==> src/rtl/cordic_prerotate.sv <==
// Input conditioning ahead of CORDIC stage 0: +/-pi pre-rotation into the circular convergence range,
// registered valid/ready stage with a 1-entry skid buffer. Define CORDIC_PRE_SAT_EN to saturate -2^(M-1) negation.
module cordic_prerotate #(
   parameter int M     = 32,
   parameter int PI_Q  = 1686629713,
   parameter int HPI_Q = 843314857
) (
   input  logic         clk,
   input  logic         rst,
   input  logic         in_valid,
   output logic         in_ready,
   input  logic [M-1:0] x_in,
   input  logic [M-1:0] y_in,
   input  logic [M-1:0] z_in,
   input  logic [1:0]   mode_in,
   output logic         out_valid,
   input  logic         out_ready,
   output logic [M-1:0] x_out,
   output logic [M-1:0] y_out,
   output logic [M-1:0] z_out,
   output logic [1:0]   mode_out,
   output logic         flip_out
);

   localparam logic [M-1:0] PI_V   = M'(PI_Q);
   localparam logic [M-1:0] HPI_V  = M'(HPI_Q);
   localparam logic [M-1:0] NHPI_V = M'(-HPI_Q);

   typedef struct packed {
      logic [1:0]   mode;
      logic         flip;
      logic [M-1:0] x;
      logic [M-1:0] y;
      logic [M-1:0] z;
   } item_t;

   typedef enum logic [1:0] {
      EMPTY,
      FULL,
      SKID
   } state_t;

   state_t state, state_n;
   item_t  out_q, skid_q, cond;
   logic   in_ready_n;
   logic   accept, drain;
   logic   load_out, load_skid, out_from_skid;

   function automatic logic [M-1:0] neg(input logic [M-1:0] v);
      logic [M-1:0] r;
`ifdef CORDIC_PRE_SAT_EN
      if (v == {1'b1, {(M-1){1'b0}}})
         r = {1'b0, {(M-1){1'b1}}};
      else
         r = -v;
`else
      r = -v;
`endif
      return r;
   endfunction

   always_comb begin
      cond.mode = mode_in;
      cond.flip = 1'b0;
      cond.x    = x_in;
      cond.y    = y_in;
      cond.z    = z_in;
      unique case (mode_in)
         2'b00: begin
            if ($signed(z_in) > $signed(HPI_V)) begin
               cond.x    = neg(x_in);
               cond.y    = neg(y_in);
               cond.z    = z_in - PI_V;
               cond.flip = 1'b1;
            end else if ($signed(z_in) < $signed(NHPI_V)) begin
               cond.x    = neg(x_in);
               cond.y    = neg(y_in);
               cond.z    = z_in + PI_V;
               cond.flip = 1'b1;
            end
         end
         2'b01: begin
            // left half-plane: rotate by pi, angle sign chosen from the original y
            if (x_in[M-1]) begin
               cond.x    = neg(x_in);
               cond.y    = neg(y_in);
               cond.z    = y_in[M-1] ? (z_in - PI_V) : (z_in + PI_V);
               cond.flip = 1'b1;
            end
         end
         default: ;
      endcase
   end

   assign out_valid = (state != EMPTY);
   assign accept    = in_valid & in_ready;
   assign drain     = out_valid & out_ready;

   always_comb begin
      state_n       = state;
      load_out      = 1'b0;
      load_skid     = 1'b0;
      out_from_skid = 1'b0;
      unique case (state)
         EMPTY: begin
            if (accept) begin
               load_out = 1'b1;
               state_n  = FULL;
            end
         end
         FULL: begin
            if (drain) begin
               if (accept)
                  load_out = 1'b1;
               else
                  state_n = EMPTY;
            end else if (accept) begin
               load_skid = 1'b1;
               state_n   = SKID;
            end
         end
         SKID: begin
            if (drain) begin
               out_from_skid = 1'b1;
               state_n       = FULL;
            end
         end
         default: state_n = EMPTY;
      endcase
      in_ready_n = (state_n != SKID);
   end

   always_ff @(posedge clk or negedge rst) begin
      if (!rst) begin
         state    <= EMPTY;
         in_ready <= 1'b0;
      end else begin
         state    <= state_n;
         in_ready <= in_ready_n;
      end
   end

   always_ff @(posedge clk or negedge rst) begin
      if (!rst) begin
         out_q  <= '0;
         skid_q <= '0;
      end else begin
         if (load_out)
            out_q <= cond;
         else if (out_from_skid)
            out_q <= skid_q;
         if (load_skid)
            skid_q <= cond;
      end
   end

   assign x_out    = out_q.x;
   assign y_out    = out_q.y;
   assign z_out    = out_q.z;
   assign mode_out = out_q.mode;
   assign flip_out = out_q.flip;

endmodule
==> config.mk <==
export PLATFORM = sky130hd
export DESIGN_NAME = cordic_prerotate
export DESIGN_NICKNAME = d
export VERILOG_FILES = /design/src/rtl/cordic_prerotate.sv
export SDC_FILE = /design/constraint.sdc
export NUM_CORES = 1
export LEC_CHECK = 0
export CORE_MARGIN = 1
export CORE_UTILIZATION = 30
export CTS_CLUSTER_SIZE = 40
export DETAILED_ROUTE_END_ITERATION = 8
export GPL_TIMING_DRIVEN = 0
export SKIP_LAST_GASP = 1
export SYNTH_ARGS = -nofsm -noshare
export SYNTH_HDL_FRONTEND = slang
export SYNTH_SLANG_ARGS = --single-unit
==> constraint.sdc <==
create_clock -name clk -period 3.4 [get_ports clk]
set_clock_uncertainty 0.1 [all_clocks]
set_input_delay 0.34 -clock clk [delete_from_list [all_inputs] [get_ports clk]]
set_output_delay 0.34 -clock clk [all_outputs]
set_load 0.05 [all_outputs]
# [Word-level counts from Yosys, hierarchy flattened]
# Index checks and enable logic that the tools add are counted.
[totals] word_cells=48 ff_bits=201 output_inout_bits=101 input_bits=102
[op_classes] order_cmp=2 n_addsub=4 bitwise=2 eq_ne=4 reduce_logical=4 n_mux=20
[op_table] cell="97-bit two-way mux" n=3
[op_table] cell="99-bit two-way mux" n=2
[op_table] cell="97-bit case mux with 2 select lines" n=1
[op_table] cell="32-bit negation" n=2
[op_table] cell="32-bit by 31-bit adder with 32-bit output (second input constant)" n=1
[op_table] cell="32-bit by 31-bit greater-than comparator with 1-bit output (second input constant)" n=1
[op_table] cell="32-bit by 31-bit less-than comparator with 1-bit output (second input constant)" n=1
[op_table] cell="32-bit two-way mux" n=1
[op_table] cell="32-bit by 31-bit subtractor with 32-bit output (second input constant)" n=1
[op_table] cell="2-bit two-way mux" n=5
[op_table] cell="1-bit two-way mux" n=6
[op_table] cell="2-bit case mux with 3 select lines" n=1
[op_table] cell="2-bit by 1-bit == test with 1-bit output (second input constant)" n=2
[op_table] cell="2-bit zero test" n=2
[op_table] cell="2-bit nonzero test" n=2
[op_table] cell="1-bit AND" n=2
[op_table] cell="2-bit == test (second input constant)" n=1
[op_table] cell="2-bit inequality test (second input constant)" n=1
[op_table] cell="1-bit case mux with 2 select lines" n=1

# [Depth between registers and ports, before layout]
[depth] depth_word=6 depth_mapped=13 depth_no_buf=10

# [Least setup slack after synthesis]
# No wires, ideal clock.
[synth_timing] path_type="input to register" start="input x_in[12]" end="register skid_q[95] in the netlist's numbering" setup_time_ns=0.083 arrival_ns=2.770 stages=9 n_path_buf=0 slack_ns=0.447 t_required_ns=3.217 path_cell_list="or4_1 > nor4_1 > nand4_1 > or4b_2 > nor3b_1 > ha_1 > nor3_1 > a211oi_1 > o21ai_0"
[synth_between] elab_chain_cells=4 elab_cells_between_ends=5 classes_between="add/sub: 1; mux: 4"
[synth_lines] element="start: declaration" line_no="12" rtl="input logic [M-1:0] x_in,"
[synth_lines] element="32-bit negation *" line_no="57" rtl="r = -v;"
[synth_lines] element="97-bit two-way mux" line_no="75" rtl="end else if ($signed(z_in) < $signed(NHPI_V)) begin"
[synth_lines] element="97-bit two-way mux" line_no="70" rtl="if ($signed(z_in) > $signed(HPI_V)) begin"
[synth_lines] element="97-bit case mux with 2 select lines *" line_no="68" rtl="unique case (mode_in)"
[synth_lines] element="end signal: assignment" line_no="153" rtl="skid_q <= cond;"
[synth_lines] element="end: declaration" line_no="44" rtl="item_t out_q, skid_q, cond;"
# Mark *: on every way between the ends. The rest lies on a longest branch, timed or not.
# A chain may end at the register's enable or synchronous reset.

# [Worst setup path after layout]
[layout_timing] start="input x_in[31]" end="register skid_q[35] in the netlist's numbering"
[layout_between] elab_chain_cells=2
[layout_lines] element="97-bit two-way mux" line_no="84" rtl="if (x_in[M-1]) begin"
[layout_lines] element="97-bit case mux with 2 select lines" line_no="68"
# No other way between the ends.

==> impl_metrics.json <==
{
  "violations": "max-capacitance violations, max-slew violations",
  "maxSlewHeadroom": -0.0283,
  "syn-num-nets": 1764,
  "synth.top_cell.area_share": 0.381,
  "p_int_mw": 7.15,
  "grt.total_usage": 0.254,
  "synth_seq_area_share": 0.381,
  "worstHoldPathType": "in2reg",
  "area_growth_pct": 29.1,
  "cts_sinks": 201,
  "drt_first_pass_iters": 5,
  "final_layout_size_suffix_gt1_frac": 0.0887,
  "grt_pass1_wl_um": 86300,
  "yosys_most_used_dff": "dfrtp_1",
  "rr_startpoint": "state[0]",
  "avgSynthCellArea_um2": 7.98,
  "die_w_um": 212,
  "final.hold.worst_slack_ns": 0.222,
  "p_comb_frac": 0.490,
  "cp.required_ns": 3.69,
  "design_area_mm2": 0.0171,
  "max_slew.worst_pin.slew_ns": 1.53,
  "max_freq_ghz": 0.295,
  "cts_tree": "done",
  "netlist_top_cells_area": "dfrtp_1 38%, nand2_1 8.6%, o21ai_0 5.0%",
  "path_class": "in2reg",
  "cp_max_fo": 10,
  "ys_ff_latch": 201,
  "vdd_ir_drop_max_v": 0.000402,
  "drtIter0Drc": 1286,
  "switchingPower_mw": 6.09,
  "io_buffer_count": 191,
  "hold_start": "z_in[3]",
  "slew_violations": 11,
  "grt_max_degree": 118,
  "rows": 76,
  "yosys.area.top_type": "dfrtp_1",
  "crit_slowest_cell": "a21oi_2",
  "p_leak_nw": 6.89,
  "cp_slowest_stage_delay_ns": 0.67,
  "startpoint_type": "primary input",
  "clkTransAtPathRegs_ns": 0.06,
  "diodes": 0,
  "die_y_um": 212,
  "hpwl_um": 43000,
  "ys_types": 88,
  "grt_pass1_vias": 13700,
  "place_congestion": 0.961,
  "postSynth.asyncResetShare": 1.00,
  "core_area_mm2": 0.0433,
  "vias": 14300,
  "via_per_inst": 5.73,
  "globalRouteOverflowTotal": 0,
  "detail_route.drc_violations": 0,
  "n_fill_cell": 4426,
  "arrival_ns": 3.68,
  "path_cells": "clkdlybuf4s50_1, clkbuf_1, inv_1, a21oi_2, clkbuf_1, o311ai_0, xor2_1, o21ai_0",
  "status": "finished with violations",
  "cp_common_cell": "clkbuf_1",
  "p_sw_frac": 0.460,
  "nNetsFinal": 1997,
  "pwr-share-clk": 0.189,
  "fin_crit_ns": 3.39,
  "place_area_mm2": 0.0159,
  "synthCells": 1656,
  "seq_power_share": 0.321,
  "synth_edf_count": 0,
  "clk_latency_ns": 0.55,
  "syn_area_mm2": 0.0132,
  "num_io_pins": 203,
  "synth_common_cells": "303 x nand2_1, 201 x dfrtp_1, 132 x o21ai_0",
  "cts_max_level": 1,
  "placed_cells": 2434,
  "startpoint": "x_in[31]",
  "dieArea_mm2": 0.0449,
  "postRouteAntennaNets": 0,
  "setup-violations-final": 0,
  "cts_buffers": 23,
  "start_util": 0.305,
  "clk_path_buf_depth": 3,
  "end_kind": "register",
  "ys_warn_count": 0,
  "wl_um": 57900,
  "maxCapViolations": 1,
  "yosysMostFrequentCell": "nand2_1",
  "powerDensity_mw_per_mm2": 777,
  "wl_per_cell_um": 23.2,
  "cts-root-buf": "clkbuf_16",
  "antenna_found_initial": 1,
  "stdcell_count": 2491,
  "finalHoldViolCount": 0,
  "period_share": 0.998
}
[placed cells by master (no fill, tap or decap), types with 63 or more instances in the layout]
cell type / count
a21oi_1: 116
nor3_1: 63
xnor2_1: 63
dfrtp_1: 201
and3_1: 75
nand2_1: 303
o21ai_0: 131
clkbuf_1: 111
nor2_1: 84
clkdlybuf4s50_1: 187
[stage by stage]
step	util	setup WS (ns)	power, mW	TNS (ns)
after CTS	0.390	-0.0249	13.3	-0.0480
after global routing	0.394	-0.0198	14.0	-0.0380
after floorplan	-	0.447	8.25	0
after detailed placement	0.367	-1.48	10.7	-165.12
after global placement	0.366	-6.57	10.6	-1487.16
final	0.394	0.00840	13.2	0
[layout make-up]
| cell class | instances | area, µm² | area share |
|---|---|---|---|
| multi-input cells | 1283 | 7730 | 0.453 |
| repair buffers | 209 | 2090 | 0.123 |
| clock buffers | 30 | 642 | 0.0376 |
| flip-flops and latches | 201 | 5030 | 0.295 |
| clock inverters | 12 | 115 | 0.00675 |
| well taps | 585 | 732 | 0.0429 |
| inverters | 29 | 109 | 0.00638 |
| plain buffers | 142 | 606 | 0.0355 |
[state kept, by name, indices dropped and copies added (netlist names)]
| signal | flops |
|---|---|
| y_out | 32 |
| x_out | 32 |
| flip_out | 1 |
| mode_out | 2 |
| z_out | 32 |
| skid_q | 99 |
| state | 2 |
| in_ready | 1 |
[power by group through the flow]
stage	combinational (mW)	clock [mW]	sequential, mW
2_1_floorplan	2.14	0	6.11
4_1_cts	6.48	2.55	4.25
3_3_place_gp	6.35	0	4.26
5_1_grt	6.96	2.64	4.38
3_5_place_dp	6.43	0	4.29
6_report	6.49	2.51	4.25
[worst max-delay path: cells and delay by family]
kind / cells / cell delay [ns]
compound gates: 3 / 1.09
xor+xnor: 1 / 0.30
buf+inv: 4 / 1.92
[path summary, 6_finish.rpt]
path	end	slack [ns]	cells after the start
max	skid_q[35]	0.008	8
min	skid_q[3]	0.22	3
max reg2reg	flip_out	0.32	6
min reg2reg	skid_q[73]	0.38	2
max in group asynchronous	z_out[22]	1.87	3
min in group asynchronous	y_out[10]	0.39	2
[cells by family (layout without fill, tap and decap cells)]
logic type / count (synthesis) / after routing / synth area share
AOI/OAI and AO/OA: 503 / 503 / 0.243
buffers and inverters: 172 / 422 / 0.0521
DFF: 201 / 201 / 0.381
adders and majority gates: 6 / 6 / 0.00568
muxes: 30 / 30 / 0.0238
and+or+nand+nor: 672 / 672 / 0.247
xor gates and xnor gates: 72 / 72 / 0.0477
[per-layer routing]
layer	up-vias	share of wire	GRT usage	wire length, µm
li1	6480	-	-	-
met3	136	0.083	0.0393	4780
met1	6957	0.43	0.347	24800
met4	2	0.044	0.102	2530
met5	-	0.00026	0	15
met2	704	0.45	0.401	25800
[repair_timing]
action,CTS,global route
setup endpoints to repair,176,172
hold buffers,1,0
buffers inserted,8,7
endpoints found under the hold margin,116,0
gates resized for setup,33,37
pin swaps,7,8
(Power assumes the default switching activity.)
